===== config.mk =====
export PLATFORM = sky130hd
export DESIGN_NAME = mul_div_sequencer
export DESIGN_NICKNAME = d
export VERILOG_FILES = /design/src/rtl/mul_div_sequencer.sv
export SDC_FILE = /design/constraint.sdc
export NUM_CORES = 1
export LEC_CHECK = 0
export CAP_MARGIN = 20
export CORE_ASPECT_RATIO = 2
export CORE_MARGIN = 4
export CORE_UTILIZATION = 35
export DETAILED_ROUTE_END_ITERATION = 10
export PLACE_DENSITY = 0.77
export SYNTH_ARGS = -nofsm -noshare
export SYNTH_HDL_FRONTEND = slang
export SYNTH_SLANG_ARGS = --single-unit
export TNS_END_PERCENT = 50

===== constraint.sdc =====
create_clock -name Clock -period 1.5 [get_ports Clock]
set_input_delay 0.375 -clock Clock [delete_from_list [all_inputs] [get_ports Clock]]
set_output_delay 0.375 -clock Clock [all_outputs]
set_load 0.03 [all_outputs]

===== src/rtl/mul_div_sequencer.sv =====
// Control sequencer for the multiply/divide instruction path.
// Runs a fetch (T0..T2) followed by the MUL/DIV execute steps (T3..T6),
// holding each step for HOLD cycles and stretching T1 until memory is ready.
// All outputs are a pure decode of the registered state and latched fields.
module mul_div_sequencer #(
  parameter int                NUM_REGS = 16,
  parameter int                OPC_W    = 5,
  parameter int                HOLD     = 1,
  parameter logic [OPC_W-1:0]  MUL_OPC  = 5'b01111,
  parameter logic [OPC_W-1:0]  DIV_OPC  = 5'b10000
) (
  input  logic                Clock,
  input  logic                clear,
  input  logic                start,
  input  logic                mem_ready,
  input  logic [31:0]         ir,
  output logic                PCout,
  output logic                MARin,
  output logic                IncPC,
  output logic                Zin,
  output logic                Zlowout,
  output logic                Zhighout,
  output logic                PCin,
  output logic                Read,
  output logic                MDRin,
  output logic                MDRout,
  output logic                IRin,
  output logic                Yin,
  output logic                LOin,
  output logic                HIin,
  output logic [NUM_REGS-1:0] Rout,
  output logic [OPC_W-1:0]    alu_op,
  output logic                busy,
  output logic                done,
  output logic                illegal
);

  typedef enum logic [3:0] {
    S_IDLE, S_T0, S_T1, S_T2, S_T3, S_T4, S_T5, S_T6, S_DONE, S_ILL
  } state_t;

  // Last value of the step counter within one step.
  localparam logic [3:0] LAST = 4'(HOLD - 1);

  state_t           r_state;
  logic [3:0]       r_cnt;
  logic [OPC_W-1:0] r_op;
  logic [3:0]       r_ra;
  logic [3:0]       r_rb;

  state_t           w_nxt;
  logic             w_step_end;
  logic [OPC_W-1:0] w_op;
  logic [3:0]       w_ra;
  logic [3:0]       w_rb;
  logic             w_legal;
  logic [3:0]       w_sel;
  logic             w_sel_en;

  assign w_step_end = (r_cnt == LAST);
  assign w_op       = OPC_W'(ir[31:27]);
  assign w_ra       = ir[26:23];
  assign w_rb       = ir[22:19];

  // Decode legality from the live ir; it is evaluated on the same edge the
  // fields are latched, so the decision and the latched copy always agree.
  assign w_legal = ((w_op == MUL_OPC) || (w_op == DIV_OPC)) &&
                   (int'(w_ra) < NUM_REGS) && (int'(w_rb) < NUM_REGS);

  // Next-state selection: each timed step leaves only when its HOLD window
  // has elapsed; T1 additionally waits indefinitely for mem_ready.
  always_comb begin
    w_nxt = r_state;
    case (r_state)
      S_IDLE: if (start)                   w_nxt = S_T0;
      S_T0:   if (w_step_end)              w_nxt = S_T1;
      S_T1:   if (w_step_end && mem_ready) w_nxt = S_T2;
      S_T2:   if (w_step_end)              w_nxt = w_legal ? S_T3 : S_ILL;
      S_T3:   if (w_step_end)              w_nxt = S_T4;
      S_T4:   if (w_step_end)              w_nxt = S_T5;
      S_T5:   if (w_step_end)              w_nxt = S_T6;
      S_T6:   if (w_step_end)              w_nxt = S_DONE;
      S_DONE:                              w_nxt = S_IDLE;
      S_ILL:                               w_nxt = S_IDLE;
      default:                             w_nxt = S_IDLE;
    endcase
  end

  // State, step counter and instruction-field latch.
  always_ff @(posedge Clock) begin
    if (!clear) begin
      r_state <= S_IDLE;
      r_cnt   <= '0;
      r_op    <= '0;
      r_ra    <= '0;
      r_rb    <= '0;
    end else begin
      r_state <= w_nxt;
      // Counter restarts on every state change and saturates at LAST so a
      // long T1 wait cannot wrap it.
      if (w_nxt != r_state)
        r_cnt <= '0;
      else if (!w_step_end)
        r_cnt <= r_cnt + 4'd1;
      if ((r_state == S_T2) && w_step_end) begin
        r_op <= w_op;
        r_ra <= w_ra;
        r_rb <= w_rb;
      end
    end
  end

  // Register-out select: ra in T3, rb in T4, nothing otherwise.
  always_comb begin
    w_sel    = '0;
    w_sel_en = 1'b0;
    if (r_state == S_T3) begin
      w_sel    = r_ra;
      w_sel_en = 1'b1;
    end else if (r_state == S_T4) begin
      w_sel    = r_rb;
      w_sel_en = 1'b1;
    end
  end

  // One-hot Rout decode; only one index can match, so at most one bit is set.
  always_comb begin
    Rout = '0;
    for (int i = 0; i < NUM_REGS; i++)
      if (w_sel_en && (int'(w_sel) == i))
        Rout[i] = 1'b1;
  end

  // Moore decode of the datapath controls from the registered state.
  always_comb begin
    PCout    = 1'b0;
    MARin    = 1'b0;
    IncPC    = 1'b0;
    Zin      = 1'b0;
    Zlowout  = 1'b0;
    Zhighout = 1'b0;
    PCin     = 1'b0;
    Read     = 1'b0;
    MDRin    = 1'b0;
    MDRout   = 1'b0;
    IRin     = 1'b0;
    Yin      = 1'b0;
    LOin     = 1'b0;
    HIin     = 1'b0;
    alu_op   = '0;
    case (r_state)
      S_T0: begin
        PCout = 1'b1;
        MARin = 1'b1;
        IncPC = 1'b1;
        Zin   = 1'b1;
      end
      S_T1: begin
        Zlowout = 1'b1;
        PCin    = 1'b1;
        Read    = 1'b1;
        MDRin   = 1'b1;
      end
      S_T2: begin
        MDRout = 1'b1;
        IRin   = 1'b1;
      end
      S_T3: Yin = 1'b1;
      S_T4: begin
        Zin    = 1'b1;
        alu_op = r_op;
      end
      S_T5: begin
        Zlowout = 1'b1;
        LOin    = 1'b1;
        alu_op  = r_op;
      end
      S_T6: begin
        Zhighout = 1'b1;
        HIin     = 1'b1;
        alu_op   = r_op;
      end
      default: ;
    endcase
  end

  assign busy    = (r_state != S_IDLE);
  assign done    = (r_state == S_DONE);
  assign illegal = (r_state == S_ILL);

endmodule


==> flow_summary.json <==
{
  "start_kind": "flip-flop",
  "insertion_delay_ns": 0.26,
  "swShare_pct": 33.0,
  "setup_viol": 51,
  "syn_inst": 178,
  "synth_nets": 216,
  "postRouteAntennaNets": 0,
  "min_path_cells": 2,
  "rsz0062_at_grt": "true",
  "fin_crit_sh_pct": 129,
  "cts_tree": "yes",
  "maxCapViolations": 0,
  "io_pins": 74,
  "holdCritPathClass": "reg -> reg",
  "path_class": "reg -> out",
  "violations": "setup timing",
  "gp_congestion": 0.776,
  "port_buffers": 54,
  "fp.dieH_um": 94.9,
  "timing.hold.ws_ns": 0.455,
  "postPlaceCellArea_mm2": 0.00214,
  "yosys.area_share.simple_pct": 39.7,
  "synth-xor-area-share_pct": 1.99,
  "yosys-mux-area-fraction_pct": 4.17,
  "grt_max_degree": 16,
  "clkPwrFrac_pct": 23.4,
  "netlist_top_cells_area": "dfxtp_1, nand2_1, nor2_1, a21boi_0, buf_4",
  "crit_path_end_kind": "primary output",
  "cp_slowest_stage_delay_ns": 0.35,
  "worstPathArrival_ns": 1.56,
  "syn-cell-area_mm2": 0.00132,
  "synth_top_family_by_area": "simple AND/OR/NAND/NOR gates",
  "syn_to_final_growth_pct": 93.0,
  "setup_slack_ns": -0.431,
  "fin_area_mm2": 0.00255,
  "fin_nets": 290,
  "synth_compound_area_share_pct": 12.3,
  "core_area_mm2": 0.00365,
  "fillers": 297,
  "drv_slew": 0,
  "rows": 31,
  "status": "finished with violations",
  "post_drt_via_cell_ratio": 4.97,
  "cts_buffers": 3,
  "ys_ff_latch": 21,
  "worst-path-buf-inv": 2,
  "synth_adder_area_share_pct": 1.90,
  "yosysUniqueCellTypes": 37,
  "clkTransAtPathRegs_ns": 0.07,
  "worst-path-max-fanout": 9,
  "r2r-start": "r_state[3]",
  "dieArea_mm2": 0.00488,
  "switchingPower_mw": 0.512,
  "wl_per_cell_um": 15.0,
  "initial_core_util_pct": 36.2,
  "seq_area_frac_synth_pct": 31.8,
  "worst_ep_required_time_ns": 1.12,
  "first_global_vias": 1593,
  "internal-power_mw": 1.04,
  "antenna_found_initial": 0,
  "dr.first_iter.drc_count": 16,
  "wl_um": 4500,
  "hold_violations": 0,
  "peakVddDrop_mv": 0.736,
  "ctsHoldBuffers": 0,
  "synth_top_cell_area_share_pct": 31.8,
  "pwr-share-comb_pct": 37.5,
  "dr.pass1.iters": 4,
  "path_cells": "nor3b_4 > buf_12 > and2_4 > nand2_4 > nor2_4 > buf_4",
  "slew_headroom_pct": 73.0,
  "hold_start": "r_op[3]",
  "htreeDepth": 1,
  "drive_gt1_share_pct": 55.4,
  "seqCellArea_um2": 428,
  "cts_root_buffer": "clkbuf_8",
  "rr_worst_depth": 7,
  "post-route-drc-count": 0,
  "yosysTopAreaCell": "dfxtp_1",
  "grt_pass1_wl_um": 7010,
  "antenna_cells": 0,
  "yosysWarningCount": 0,
  "cpMaxStageDelayCell": "dfxtp_2",
  "leakage_nw": 0.985,
  "cts.sinks": 21,
  "clock_path_buffers": 2,
  "dp_hpwl_um": 3140,
  "tightest_slew_ns": 0.405,
  "syn_avg_cell_area_um2": 7.42,
  "die_width_um": 51.4,
  "fmax_ghz": 0.518,
  "route.vias.total": 1490,
  "p_per_area_mw_per_mm2": 609,
  "hold_end": "r_op[3]",
  "fin_crit_ns": 1.93,
  "multi_input_area_mm2": 0.00116,
  "r2r_setup_slack_ns": -0.11,
  "crit-reg2reg-capture": "r_op[4]",
  "fin_worst_skew_ns": 0.00292,
  "power.sequential.fraction_pct": 39.1,
  "grt_usage_pct": 18.6,
  "cp_top_family": "simple AND/OR/NAND/NOR gates",
  "grt.overflow.total": 0
}
==> synthesized netlist by cell type <==
cell / count
buf_2: 4
and4bb_1: 1
ha_1: 2
or4b_1: 1
and2_4: 1
a21boi_0: 10
xnor2_1: 1
a211o_2: 1
a32oi_1: 1
nor3b_1: 2
mux2_2: 4
buf_4: 7
inv_1: 3
nand3_1: 6
buf_6: 1
nor2_1: 30
o41ai_1: 1
nand3b_1: 1
a21boi_1: 3
nor4_1: 1
nor3b_4: 2
and2_1: 7
a31oi_1: 1
o221ai_1: 1
mux2i_1: 1
a21oi_1: 3
o21bai_1: 1
nand4b_1: 2
dfxtp_1: 21
nand4_1: 1
nor3_1: 5
nand2b_1: 4
clkbuf_1: 2
buf_1: 1
or3b_2: 1
xor2_1: 2
nand2_1: 42
==> per-stage QoR <==
stage	TNS, ns	util (%)	power (mW)	setup WS, ns	instances
after floorplan	-5.01	-	0.957	-0.254	178
after global routing	-13.86	69.9	1.62	-0.489	300
final	-10.88	69.9	1.55	-0.431	300
after CTS	-12.16	67.7	1.52	-0.430	302
after global placement	-5.41	58.8	1.08	-0.401	290
after detailed placement	-5.74	58.8	1.09	-0.434	290
==> cell usage in the layout, fill, tap and decap left out, types with 3 or more instances in the layout <==
cell | Yosys | layout
buf_6 | 1 | 39
nand2_1 | 42 | 33
buf_4 | 7 | 26
nor2_4 | 0 | 19
dfxtp_1 | 21 | 17
a21boi_1 | 3 | 12
clkdlybuf4s50_1 | 0 | 12
and2_4 | 1 | 8
nor2_1 | 30 | 8
nand2_4 | 0 | 5
nand3_4 | 0 | 4
dlygate4sd2_1 | 0 | 4
nand2_2 | 0 | 3
nand2b_4 | 0 | 3
nor2_2 | 0 | 3
clkbuf_8 | 0 | 3
dfxtp_2 | 0 | 3
==> power groups by stage <==
stage / Clock, mW / Combinational [mW] / Sequential [mW]
3_3_place_gp: 0 / 0.471 / 0.612
3_5_place_dp: 0 / 0.475 / 0.614
5_1_grt: 0.396 / 0.615 / 0.608
4_1_cts: 0.372 / 0.542 / 0.602
6_report: 0.363 / 0.582 / 0.606
2_1_floorplan: 0 / 0.351 / 0.606
==> layout make-up <==
type	count	share of cell area, %
timing repair buffer	84	33.2
multi-input combinational	139	45.4
clock buffer	3	1.62
inverter	3	0.442
tap	49	2.41
sequential	21	16.8
clock inverter	1	0.196
==> registers in the layout (all words and copies together) (netlist names) <==
name,cells
r_cnt,4
r_op,5
r_ra,4
r_rb,4
r_state,4
==> routing by layer <==
layer | wire [µm] | GRT usage (%) | vias up
li1 | - | - | 733
met1 | 1440 | 16.8 | 713
met2 | 2830 | 38.9 | 37
met3 | 148 | 1.74 | 7
met4 | 77 | 7.66 | 0
met5 | 0 | 0 | -
==> worst reg2reg max path: stages, from the launching register on <==
cell      delay [ns]
dfxtp_2         0.34
buf_6           0.13
buf_6           0.11
and4bb_2        0.35
buf_6           0.13
and2_4          0.22
nand2_1         0.09
a21boi_1        0.16
==> worst max path at each step <==
stage | start | endpoint | cells after the start | slack, ns
finish | r_state[1] | Rout[5] | 6 | -0.43
global route | r_state[1] | Rout[5] | 6 | -0.49
CTS | r_state[1] | Rout[6] | 6 | -0.43
detailed placement | ir[27] | r_state[3] | 5 | -0.43
global placement | ir[27] | r_state[3] | 5 | -0.40
floorplan | r_state[0] | Rout[1] | 5 | -0.25
==> what timing repair did <==
action	CTS	global route
pin swaps	9	8
setup buffers	8	0
endpoints found under the setup margin	49	55
resized for setup	67	30
==> cells by family after synthesis <==
logic type,Yosys count
compound gates,22
xor+xnor,3
fa+ha+maj,2
buf+inv,18
flops,21
mux,5
simple gates,107
(Power assumes the default switching activity.)
